**config.mk**
```make
export PLATFORM = sky130hd
export DESIGN_NAME = alu_multicycle_flat
export DESIGN_NICKNAME = d
export VERILOG_FILES = /design/src/rtl/alu_multicycle_pkg.sv /design/src/rtl/alu_multicycle_if.sv /design/src/rtl/alu_multicycle_slice.sv /design/src/rtl/alu_multicycle.sv /design/src/flat_wrapper.sv
export SDC_FILE = /design/constraint.sdc
export NUM_CORES = 1
export LEC_CHECK = 0
export CORE_MARGIN = 2
export CORE_UTILIZATION = 30
export CTS_CLUSTER_DIAMETER = 80
export DETAILED_ROUTE_END_ITERATION = 7
export SYNTH_ARGS = -nofsm -noshare
export SYNTH_HDL_FRONTEND = slang
export SYNTH_SLANG_ARGS = --single-unit
```
**constraint.sdc**
```tcl
create_clock -name clk -period 5.1 [get_ports clk]
set_input_delay 1.02 -clock clk [delete_from_list [all_inputs] [get_ports clk]]
set_output_delay 1.02 -clock clk [all_outputs]
set_load 0.005 [all_outputs]
```
**src/rtl/alu_multicycle_pkg.sv**
```systemverilog
// Shared opcodes, FSM encoding and opcode helpers for the multi-cycle ALU.
// The package keeps the name alu_pkg so every file imports the same symbols.
package alu_pkg;

    localparam logic [2:0] OP_ADD  = 3'd0;
    localparam logic [2:0] OP_SUB  = 3'd1;
    localparam logic [2:0] OP_XOR  = 3'd2;
    localparam logic [2:0] OP_SLT  = 3'd3;
    localparam logic [2:0] OP_NAND = 3'd4;
    localparam logic [2:0] OP_NOR  = 3'd5;
    localparam logic [2:0] OP_AND  = 3'd6;
    localparam logic [2:0] OP_OR   = 3'd7;

    typedef enum logic [1:0] {
        IDLE = 2'd0,
        RUN  = 2'd1,
        DONE = 2'd2
    } state_t;

    // SUB and SLT both run the adder as a + ~b + 1.
    function automatic logic invert_b(input logic [2:0] command);
        return (command == OP_SUB) || (command == OP_SLT);
    endfunction

    // Only ADD and SUB report carryout and overflow.
    function automatic logic reports_carry(input logic [2:0] command);
        return (command == OP_ADD) || (command == OP_SUB);
    endfunction

endpackage

```
**src/rtl/alu_multicycle_if.sv**
```systemverilog
// Operand/command and result/flag channels between the ALU and its neighbours.
// Each side transfers on a rising edge where valid and ready are both high;
// valid is held with its payload until that edge, and ready may depend on state only.
interface alu_multicycle_if #(
    parameter int WIDTH = 32
);
    logic             in_valid;
    logic             in_ready;
    logic [2:0]       command;
    logic [WIDTH-1:0] a;
    logic [WIDTH-1:0] b;
    logic             out_valid;
    logic             out_ready;
    logic [WIDTH-1:0] result;
    logic             carryout;
    logic             overflow;
    logic             zero;

    modport master (
        output in_valid, command, a, b, out_ready,
        input  in_ready, out_valid, result, carryout, overflow, zero
    );

    modport slave (
        input  in_valid, command, a, b, out_ready,
        output in_ready, out_valid, result, carryout, overflow, zero
    );
endinterface

```
**src/rtl/alu_multicycle_slice.sv**
```systemverilog
// Combinational SLICE-bit ALU cell: ripple chain of full adders plus per-bit logic.
// The top time-shares a single instance across all slices of an operation.
module structural_full_adder (
    input  logic a,
    input  logic b,
    input  logic cin,
    output logic sum,
    output logic cout
);
    logic a_xor_b;
    logic gen;
    logic prop;

    assign a_xor_b = a ^ b;
    assign sum     = a_xor_b ^ cin;
    assign gen     = a & b;
    assign prop    = a_xor_b & cin;
    assign cout    = gen | prop;
endmodule

module alu_slice
    import alu_pkg::*;
#(
    parameter int SLICE = 4
) (
    input  logic [2:0]       command,
    input  logic [SLICE-1:0] a_s,
    input  logic [SLICE-1:0] b_s,
    input  logic             cin,
    output logic [SLICE-1:0] y_s,
    output logic             cout,
    output logic             c_msb_in
);
    logic [SLICE:0]   carry;
    logic [SLICE-1:0] b_eff;
    logic [SLICE-1:0] sum;

    assign b_eff    = b_s ^ {SLICE{invert_b(command)}};
    assign carry[0] = cin;

    for (genvar i = 0; i < SLICE; i++) begin : g_bit
        structural_full_adder u_fa (
            .a    (a_s[i]),
            .b    (b_eff[i]),
            .cin  (carry[i]),
            .sum  (sum[i]),
            .cout (carry[i+1])
        );
    end

    assign cout     = carry[SLICE];
    // Carry into the top bit of this slice; only meaningful on the MSB slice.
    assign c_msb_in = carry[SLICE-1];

    always_comb begin
        y_s = sum;
        case (command)
            OP_XOR:  y_s = a_s ^ b_s;
            OP_NAND: y_s = ~(a_s & b_s);
            OP_NOR:  y_s = ~(a_s | b_s);
            OP_AND:  y_s = a_s & b_s;
            OP_OR:   y_s = a_s | b_s;
            default: y_s = sum;
        endcase
    end
endmodule

```
**src/rtl/alu_multicycle.sv**
```systemverilog
// Multi-cycle ALU: WIDTH-bit operation computed SLICE bits per clock, carry
// rippled between slices through carry_reg; results and flags held in DONE.
module alu_multicycle
    import alu_pkg::*;
#(
    parameter int WIDTH = 32,
    parameter int SLICE = 4
) (
    input  logic               clk,
    input  logic               reset,
    alu_multicycle_if.slave    bus,
    output state_t             fsm_state
);
    localparam int N  = WIDTH / SLICE;
    localparam int CW = (N > 1) ? $clog2(N) : 1;

    state_t           state;
    state_t           state_next;
    logic [CW-1:0]    cnt;
    logic [WIDTH-1:0] a_reg;
    logic [WIDTH-1:0] b_reg;
    logic [2:0]       cmd_reg;
    logic             carry_reg;
    logic [WIDTH-1:0] result_reg;
    logic             carryout_reg;
    logic             overflow_reg;
    logic             zero_reg;

    logic [SLICE-1:0] a_s;
    logic [SLICE-1:0] b_s;
    logic [SLICE-1:0] y_s;
    logic             slice_cout;
    logic             slice_c_msb_in;
    logic             last;
    logic             msb_overflow;
    logic [WIDTH-1:0] result_next;

    assign last         = (cnt == CW'(N - 1));
    assign a_s          = a_reg[cnt*SLICE +: SLICE];
    assign b_s          = b_reg[cnt*SLICE +: SLICE];
    assign msb_overflow = slice_c_msb_in ^ slice_cout;

    alu_slice #(.SLICE(SLICE)) u_slice (
        .command  (cmd_reg),
        .a_s      (a_s),
        .b_s      (b_s),
        .cin      (carry_reg),
        .y_s      (y_s),
        .cout     (slice_cout),
        .c_msb_in (slice_c_msb_in)
    );

    // On the last slice the full result is known, so SLT collapses it to the sign test.
    always_comb begin
        result_next = result_reg;
        result_next[cnt*SLICE +: SLICE] = y_s;
        if (last && (cmd_reg == OP_SLT)) begin
            result_next = WIDTH'(y_s[SLICE-1] ^ msb_overflow);
        end
    end

    always_ff @(posedge clk) begin
        if (reset) begin
            state <= IDLE;
        end else begin
            state <= state_next;
        end
    end

    always_comb begin
        state_next    = state;
        bus.in_ready  = 1'b0;
        bus.out_valid = 1'b0;
        case (state)
            IDLE: begin
                bus.in_ready = 1'b1;
                if (bus.in_valid) begin
                    state_next = RUN;
                end
            end
            RUN: begin
                if (last) begin
                    state_next = DONE;
                end
            end
            DONE: begin
                bus.out_valid = 1'b1;
                if (bus.out_ready) begin
                    state_next = IDLE;
                end
            end
            default: state_next = IDLE;
        endcase
    end

    always_ff @(posedge clk) begin
        if (reset) begin
            cnt          <= '0;
            a_reg        <= '0;
            b_reg        <= '0;
            cmd_reg      <= OP_ADD;
            carry_reg    <= 1'b0;
            result_reg   <= '0;
            carryout_reg <= 1'b0;
            overflow_reg <= 1'b0;
            zero_reg     <= 1'b0;
        end else begin
            case (state)
                IDLE: begin
                    if (bus.in_valid) begin
                        a_reg     <= bus.a;
                        b_reg     <= bus.b;
                        cmd_reg   <= bus.command;
                        carry_reg <= invert_b(bus.command);
                        cnt       <= '0;
                    end
                end
                RUN: begin
                    result_reg <= result_next;
                    carry_reg  <= slice_cout;
                    if (last) begin
                        carryout_reg <= reports_carry(cmd_reg) & slice_cout;
                        overflow_reg <= reports_carry(cmd_reg) & msb_overflow;
                        zero_reg     <= (result_next == '0);
                    end else begin
                        cnt <= cnt + 1'b1;
                    end
                end
                default: ;
            endcase
        end
    end

    assign bus.result   = result_reg;
    assign bus.carryout = carryout_reg;
    assign bus.overflow = overflow_reg;
    assign bus.zero     = zero_reg;
    assign fsm_state    = state;
endmodule
```
**src/flat_wrapper.sv**
```systemverilog
// flat-port wrapper written by rule: the top's interface ports become plain ports
module alu_multicycle_flat import alu_pkg::*;
#(
    parameter int WIDTH = 32,
    parameter int SLICE = 4
)
  (clk, reset, fsm_state, bus_in_valid, bus_command, bus_a, bus_b, bus_out_ready, bus_in_ready, bus_out_valid, bus_result, bus_carryout, bus_overflow, bus_zero);
  alu_multicycle_if #(.WIDTH(WIDTH)) bus_i ();
  input  logic clk;
  input  logic reset;
  output state_t fsm_state;
  input wire logic [$bits(bus_i.in_valid)-1:0] bus_in_valid;
  input wire logic [$bits(bus_i.command)-1:0] bus_command;
  input wire logic [$bits(bus_i.a)-1:0] bus_a;
  input wire logic [$bits(bus_i.b)-1:0] bus_b;
  input wire logic [$bits(bus_i.out_ready)-1:0] bus_out_ready;
  output wire logic [$bits(bus_i.in_ready)-1:0] bus_in_ready;
  output wire logic [$bits(bus_i.out_valid)-1:0] bus_out_valid;
  output wire logic [$bits(bus_i.result)-1:0] bus_result;
  output wire logic [$bits(bus_i.carryout)-1:0] bus_carryout;
  output wire logic [$bits(bus_i.overflow)-1:0] bus_overflow;
  output wire logic [$bits(bus_i.zero)-1:0] bus_zero;
  assign bus_i.in_valid = bus_in_valid;
  assign bus_i.command = bus_command;
  assign bus_i.a = bus_a;
  assign bus_i.b = bus_b;
  assign bus_i.out_ready = bus_out_ready;
  assign bus_in_ready = bus_i.in_ready;
  assign bus_out_valid = bus_i.out_valid;
  assign bus_result = bus_i.result;
  assign bus_carryout = bus_i.carryout;
  assign bus_overflow = bus_i.overflow;
  assign bus_zero = bus_i.zero;
  alu_multicycle #(.WIDTH(WIDTH), .SLICE(SLICE)) u_core (.clk(clk), .reset(reset), .bus(bus_i), .fsm_state(fsm_state));
endmodule
```
* Yosys cells after proc, flatten, opt, wreduce, memory -nomap -nowiden
Index checks and enable logic that the tools add are counted.
** Cells by class
- Eq/ne operators :: 16
- Add/subtract/negate cells :: 2
- Muxes and demuxes :: 14
- Reduce and logical (&&, ||, !) cells :: 13
- Bitwise operators :: 30
- Shifts and indexed selects :: 4
** Operators with widths (number)
- 32-bit by 6-bit variable part select with 4-bit output :: 2
- 5-bit negator with 34-bit output :: 1
- 4-bit by 34-bit variable shift with 32-bit output, first input constant :: 1
- 4-bit by 34-bit variable part select with 32-bit output :: 1
- 32-bit bitwise mux :: 1
- 32-bit zero test :: 1
- 32-bit 2-to-1 mux :: 1
- 4-bit one-hot mux with 5 select lines :: 1
- 3-bit == test, second input constant :: 5
- 1-bit bitwise AND :: 10
- 1-bit XOR :: 10
- 3-bit by 2-bit == test with 1-bit output, second input constant :: 3
- 4-bit inverter :: 2
- 4-bit XOR :: 2
- 3-bit by 1-bit == test with 1-bit output, second input constant :: 2
- 2-bit 2-to-1 mux :: 3
- 3-bit 2-to-1 mux :: 2
- 2-bit inequality test, second input constant :: 3
- 2-bit one-hot mux with 3 select lines :: 1
- 3-bit one-hot mux with 2 select lines :: 1
- 2-bit AND reduction :: 3
- 3-bit AND reduction :: 2
- 4-bit bitwise AND :: 1
- 1-bit bitwise OR :: 4
- other kinds (12) :: 16
** Word-level totals
- Register bits after elaboration :: 108
- Output and inout bits :: 39
- Logic and storage cells :: 89
- Input port bits :: 71

* Depth between registers and ports, before layout
- Depth in word-level cells :: 16
- Depth in mapped cells :: 19

* By module
Synthesis repeated with hierarchy kept, for this count alone.
** Second synthesis, totals
- Cell total of the unflattened synthesis :: 650
- Area, all modules :: 5356.4 um^2
** By module, submodules not included
- alu_multicycle :: times used 1, area each 4827.1 um^2, seq. area each 2162.1 um^2, cells an instance 583
- alu_slice :: times used 1, area each 449.2 um^2, seq. area each 0.0 um^2, cells an instance 63
- structural_full_adder :: times used 4, area each 20.0 um^2, seq. area each 0.0 um^2, cells an instance 1

* Worst setup path before layout
Ideal clock, no wire load.
- Path kind :: register to register
- Start :: register u_core.cnt[0]
- End :: register u_core.zero_reg, in the netlist u_core.bus.zero
- Stages on the path, launching flop included :: 20
- Arrival time :: 4.198 ns
- Clock period less this slack :: 4.315 ns
- Setup slack :: 0.785 ns
- Data required time :: 4.984 ns
- Cells stage by stage :: dfxtp_1 buf_2 buf_4 mux4_2 nand2_1 and2_1 fa_1 inv_1 fa_1 fa_1 inv_1 fa_1 nor3b_1 a311oi_1 nand3b_1 buf_4 a21oi_2 nor2_1 nor4_1 a41o_1
** On the way
- Word-level cells in the longest chain between the ends :: 15
- Elaborated cells on any way between the ends :: 40
** Ends and longest elaborated chain
- start: declaration :: RTL line alu_multicycle.sv:19 : logic [CW-1:0] cnt;
- start signal: assignment :: RTL line alu_multicycle.sv:126 : cnt <= cnt + 1'b1;
- 32-bit by 6-bit variable part select with 4-bit output :: RTL line alu_multicycle.sv:40 : assign b_s = b_reg[cnt*SLICE +: SLICE];
- 4-bit XOR :: RTL line alu_multicycle_slice.sv:38 : assign b_eff = b_s ^ {SLICE{invert_b(command)}};
- 1-bit XOR :: RTL line alu_multicycle_slice.sv:14 : assign a_xor_b = a ^ b;
- 1-bit bitwise AND :: RTL line alu_multicycle_slice.sv:17 : assign prop = a_xor_b & cin;
- 1-bit bitwise OR :: RTL line alu_multicycle_slice.sv:18 : assign cout = gen | prop;
- 1-bit bitwise AND :: RTL line alu_multicycle_slice.sv:17
- 1-bit bitwise OR :: RTL line alu_multicycle_slice.sv:18
- 1-bit bitwise AND :: RTL line alu_multicycle_slice.sv:17
- 1-bit bitwise OR :: RTL line alu_multicycle_slice.sv:18
- 1-bit XOR / 1-bit bitwise AND (equally long branches) :: RTL line alu_multicycle_slice.sv:15, alu_multicycle_slice.sv:17
- 4-bit one-hot mux with 5 select lines / 1-bit bitwise OR (equally long branches) :: RTL line alu_multicycle_slice.sv:57, alu_multicycle_slice.sv:18
- 4-bit by 34-bit variable part select with 32-bit output / 1-bit XOR (equally long branches) :: RTL line alu_multicycle.sv:56, alu_multicycle.sv:41
- 32-bit bitwise mux / 1-bit XOR (equally long branches) :: RTL line alu_multicycle.sv:56, alu_multicycle.sv:58
- 32-bit 2-to-1 mux :: RTL line alu_multicycle.sv:57 : if (last && (cmd_reg == OP_SLT)) begin
- 32-bit zero test :: RTL line alu_multicycle.sv:124 : zero_reg <= (result_next == '0);
- end signal: assignment :: RTL line alu_multicycle.sv:124
- end: declaration :: RTL line alu_multicycle.sv:27 : logic zero_reg;
Parallel ways exist; a longest one is shown, timed or not.
A chain may end at the register's enable or synchronous reset.

* Final worst setup path
Same ends and word-level chain as after synthesis.

==> key figures <==
Setup path
  – Bufs and invs on worst path: 4
  – Crit path top cell by count: fa_1
  – Crit start category: register
  – Master of the slowest instance on the critical path: mux4_2
  – Critical path type: register to register
  – Critical Path Sink Type: register
  – Critical Path, Cell by Cell: buf_4 > mux4_2 > nand2_1 > and2_1 > fa_1 > inv_1 > fa_1 > fa_1 > inv_1 > fa_1 > nor3b_1 > a311oi_1 > nand3b_1 > buf_4 > a21oi_2 > nor2_1 > nor4_1 > a41o_1
  – Top Family by Delay on Critical Path: adder cells
  – Worst Path Required: 5.36 ns
  – Critical Path AT: 4.75 ns
  – CP Max Fanout: 12
  – Slowest cell delay on critical path: 0.54 ns

Power
  – PwrDens: 295.0 nW/µm²
  – Sw frac: 0.2904
  – Combinational power share: 0.189
  – Pleak: 0.002597 µW
  – Net switching power: 593.7 µW
  – Flop pwr share: 0.444
  – Clock share of power: 0.367
  – Power Total: 2044 µW
  – Internal power: 1451 µW
  – Maximum vdd ir drop: 0.1736 mV

Clock tree
  – Worst-case clock buffer depth: 2
  – CTS Buf Count: 9
  – Clock root buffer: clkbuf_16
  – TritonCTS clock tree: built
  – PostCTS Resize Cnt: 0
  – Clock latency on the worst-skew pair: 0.36 ns
  – CTS clk-pin slew, worst paths: 0.08 ns
  – H-tree depth: 3
  – Sink Count: 108

Synthesis
  – Post-Syn Nets: 731
  – Top FF cell, synth: dfxtp_1
  – Post-synth top area cell: dfxtp_1
  – Ys Warns: 0
  – Cells after Synth: 641
  – Seq/Total Area, Yosys: 0.4057
  – Top post-synthesis cells by area: dfxtp_1 41%, nand2_1 11%, a21oi_1 7.3%
  – Synth top area share: 0.4057
  – Netlist cell types: 57
  – Count leader, synth: nand2_1
  – Share of flip-flops with an asynchronous set or reset: 0
  – FF+latch count, synth: 108
  – Post-synth EDFFs: 0
  – Post-synth top cells: 155 x nand2_1, 108 x dfxtp_1, 78 x a21oi_1
  – Post-Syn Area: 5329 µm²
  – Mean Syn Cell Area: 8.313 µm²

Routing
  – Initial DRT Pass Iterations: 5
  – DRT iter0 DRCs: 313
  – Antenna viol nets, final: 0
  – Routed wire length: 14600 µm
  – Avg Vias per Cell: 4.925
  – Vias: 4738
  – DRC Markers: 0
  – WL per Instance: 15.17 µm

GRT
  – Total Routing Usage GR: 0.1587
  – Initial antenna violation count: 0
  – Pin count of the biggest net entering global routing: 62
  – First-pass GRT wire length: 23350 µm
  – Vias in the first global route: 4391
  – GR Overflow Total: 0

STA
  – Endpoints failing hold: 0
  – Worst Skew: 0.01058 ns
  – RSZ-0062 raised after global routing: no
  – Worst-Margin Slew: 0.8815 ns
  – Slew Limit Fails: 0
  – Relative slew slack: 0.4124
  – Final worst path period share: 0.8808
  – Fin Setup TNS: 0 ns
  – FMAX: 222.6 MHz
  – Setup ws final: 0.6079 ns
  – Fin crit period: 4.492 ns
  – Final setup fails: 0

Placed design
  – Worst slack at placement: 0.3911 ns
  – Post-DP HPWL: 10670 µm
  – Cell count after placement: 941
  – Post-DP Area: 6573 µm²
  – RePlAce Congestion: 0.8723
  – IO Port Bufs: 109

Cells and area
  – Final nets: 822
  – N_diodes: 0
  – Area Growth Syn to Fin: 30.03%
  – Final instance area: 6929 µm²
  – Filler instances: 1754
  – Finished Layout Cells: 962
  – Ratio of cells with drive above 1 in the final layout: 0.08141
  – Multi-input combinational cell area: 2909 µm²
  – FF+latch area: 2162 µm²

Floorplanning
  – Core area: 17360 µm²
  – I/O Pins: 110
  – Die Ht: 137.3 µm
  – Die X: 137.3 µm
  – Initial Util: 0.3070
  – Die area: 18840 µm²
  – Row count: 48

Job
  – Max-cap violations: 0

Hold path
  – HP Class: register to register

Outcome
  – Status: completed
==> per-stage QoR <==
stage / hold WS (ns) / util
floorplan: 0.4331 / -
global placement: 0.4433 / 0.3787
detailed placement: 0.4461 / 0.3787
CTS: 0.4572 / 0.3971
global route: 0.4707 / 0.3992
finish: 0.4550 / 0.3992
==> final timing paths <==
kind                    from               to  slack, ns  cells after the start
max            u_core.cnt[0]  u_core.bus.zero       0.61                     18
min          u_core.a_reg[8]  u_core.a_reg[8]       0.45                      2
max reg2reg    u_core.cnt[0]  u_core.bus.zero       0.61                     18
min reg2reg  u_core.a_reg[8]  u_core.a_reg[8]       0.45                      2
==> worst reg2reg max path: cells and delay by family (launching register included) <==
kind	cells	cell delay (ns)
compound gates	3	0.37
flops	1	0.43
simple gates	6	0.97
buf+inv	4	0.65
fa+ha+maj	4	1.42
mux	1	0.55
==> layer usage <==
metal,global-route usage,part of all wire,up-vias
met2,0.2507,0.46,114
li1,-,-,2398
met5,0,0,-
met1,0.2228,0.48,2210
met4,0.04467,0.013,0
met3,0.02723,0.040,16
==> timing repair <==
action | CTS | global route
hold buffers | 0 | 0
setup endpoints to repair | 0 | 1
buffers inserted | 0 | 5
==> cells by family after synthesis <==
logic type,share of synthesized area
adders and majority gates,0.05025
muxes,0.07701
and+or+nand+nor,0.2435
DFF,0.4057
xor gates and xnor gates,0.009861
AOI/OAI and AO/OA,0.1646
buffers and inverters,0.04907
==> power groups by stage <==
stage	logic (µW)	clock network, µW	registers [µW]
4_1_cts	372	759	907
3_5_place_dp	370	0	927
2_1_floorplan	251	0	916
6_report	386	751	908
5_1_grt	426	800	912
3_3_place_gp	366	0	927
==> layout by cell type (no fill, tap or decap), drive strengths merged, types with 2 or more instances in the layout <==
cell           Yosys  routed
a211oi             5       5
a21oi             79      79
a22oi             31      31
a311oi             3       3
a32oi              2       2
and2               7       7
and3               6       6
and3b              2       2
buf               16      16
clkbuf            28       9
clkdlybuf4s50      0     108
clkinv             0       2
dfxtp            108     108
fa                 4       4
ha                15      15
inv               15      18
mux2i              5       5
mux4              16      16
nand2            155     155
nand2b             7       7
nand3              5       5
nand3b             4       4
nor2              61      61
nor2b              5       5
nor3              12      12
nor3b              7       7
nor4               5       5
o2111ai            2       2
o21ai             10      10
o22ai              2       2
or2b               2       2
or3                2       2
or4                2       2
xnor2              5       5
==> area by class of cell <==
cell class / instances / area share
clock buffers: 9 / 0.03250
clock inverters: 7 / 0.01354
inverters: 15 / 0.008126
multi-input cells: 474 / 0.4198
flip-flops and latches: 108 / 0.3120
well taps: 225 / 0.04063
repair buffers: 124 / 0.1733
Note: power is estimated with default switching activity, not from simulation.
==> RTL edit (same flow settings) <==
`SLICE` is set to 4 in 3 places; all go to 2.
--- a/src/rtl/alu_multicycle_slice.sv
+++ b/src/rtl/alu_multicycle_slice.sv
@@ -21,7 +21,7 @@
 module alu_slice
     import alu_pkg::*;
 #(
-    parameter int SLICE = 4
+    parameter int SLICE = 2
 ) (
     input  logic [2:0]       command,
     input  logic [SLICE-1:0] a_s,
--- a/src/rtl/alu_multicycle.sv
+++ b/src/rtl/alu_multicycle.sv
@@ -4,7 +4,7 @@
     import alu_pkg::*;
 #(
     parameter int WIDTH = 32,
-    parameter int SLICE = 4
+    parameter int SLICE = 2
 ) (
     input  logic               clk,
     input  logic               reset,
--- a/src/flat_wrapper.sv
+++ b/src/flat_wrapper.sv
@@ -2,7 +2,7 @@
 module alu_multicycle_flat import alu_pkg::*;
 #(
     parameter int WIDTH = 32,
-    parameter int SLICE = 4
+    parameter int SLICE = 2
 )
   (clk, reset, fsm_state, bus_in_valid, bus_command, bus_a, bus_b, bus_out_ready, bus_in_ready, bus_out_valid, bus_result, bus_carryout, bus_overflow, bus_zero);
   alu_multicycle_if #(.WIDTH(WIDTH)) bus_i ();
Function: changed (Yosys sat finds a counterexample within 4 cycles, from zero or initial values and one cycle with reset high).
==> RTL edit against the unedited design <==
Synthesized area grew 2.6%. Clock power shrank 6.7%. Routed wire length grew 1.9%. Worst setup slack lost 50 ps. Synthesized cell count grew 5.5%. Sequential cell count grew 1. Final area grew 0.65%. Power shrank 5.4%. Largest power group unchanged.
==> RTL edit: results (changes against the unedited design) <==
Syn Nets 759 (+3.8%); layout cells sized above 1 0.0753 (-0.00611); nets 835 (+1.6%); crit-path leading delay family multiplexers; outcome complete, no violations; synth cell count leaders 164 x nand2_1, 109 x dfxtp_1, 85 x a21oi_1, 56 x nor2_1, 37 x clkbuf_1; Filler cells 1836 (+4.7%); hold endpoint u_core.b_reg[19]; largest cells by area after synthesis dfxtp_1 40%, nand2_1 11%, mux4_2 8.2%, a21oi_1 7.8%, nor2_1 3.8%; Global Route Usage Sum 0.156 (-0.00257); slowest stage delay, CP 650 ps (+110 ps); Adder-Cell Fraction of Synth Area 0.0302 (-0.0200); Hold Crit Start u_core.b_reg[19]; WL met2 6.94 mm (+3.0%); Initial DRC Count 325 (+3.8%); Sw Pwr 551 uW (-7.2%); FF-to-FF setup slack 560 ps (-50 ps); crit-path max FO 11 (-1); Synth Area in XOR/XNOR 0.0128 (+0.00295); GRT met2 Usage 0.256 (+0.00495); skew final 12.3 ps (+1.71 ps); placed cell area 6680 um2 (+1.7%); wl on met1 7.03 mm (-0.58%); arrival time worst endpoint 4810 ps (+60 ps); Flop pwr share 0.473 (+0.029); worst slew pin tran 742 ps (-140 ps); total routed wirelength 14.9 mm (+1.9%); HPWL after detailed placement 11.0 mm (+3.2%); WL met3 634 um (+8.0%); Seq group 915 uW (+0.8%); Synth Area in Compound Gates 0.182 (+0.0173)
-- RTL edit: changes by cell type after synthesis, sizes merged, moves of 5 or more --
cell    unedited run  this run
a21oi             79        85
a22oi             31        22
clkbuf            28        37
ha                15        10
mux2i              5         0
nand2            155       165
nand3              5        10
nor2              61        56
nor2b              5        12
nor3              12        22
o21ai             10        21
-- RTL edit: kinds of logic after synthesis --
logic type,count (synthesis)
buffers and inverters,64
adders and majority gates,12
AOI/OAI and AO/OA,162
DFF,109
xor gates and xnor gates,8
and+or+nand+nor,300
muxes,21
-- RTL edit: layout make-up --
cell class,count,area share
multi-input combinational,503,0.433
tap,229,0.0411
timing repair buffer,117,0.165
inverter,12,0.00646
clock buffer,10,0.0328
clock inverter,6,0.00897
sequential,109,0.313
-- RTL edit: stage by stage --
step	worst slack, ps	hold slack (ps)	cells
2_1_floorplan	687	433	676
3_3_place_gp	592	443	970
3_5_place_dp	516	447	970
4_1_cts	496	458	986
5_1_grt	129	478	986
6_report	558	456	986
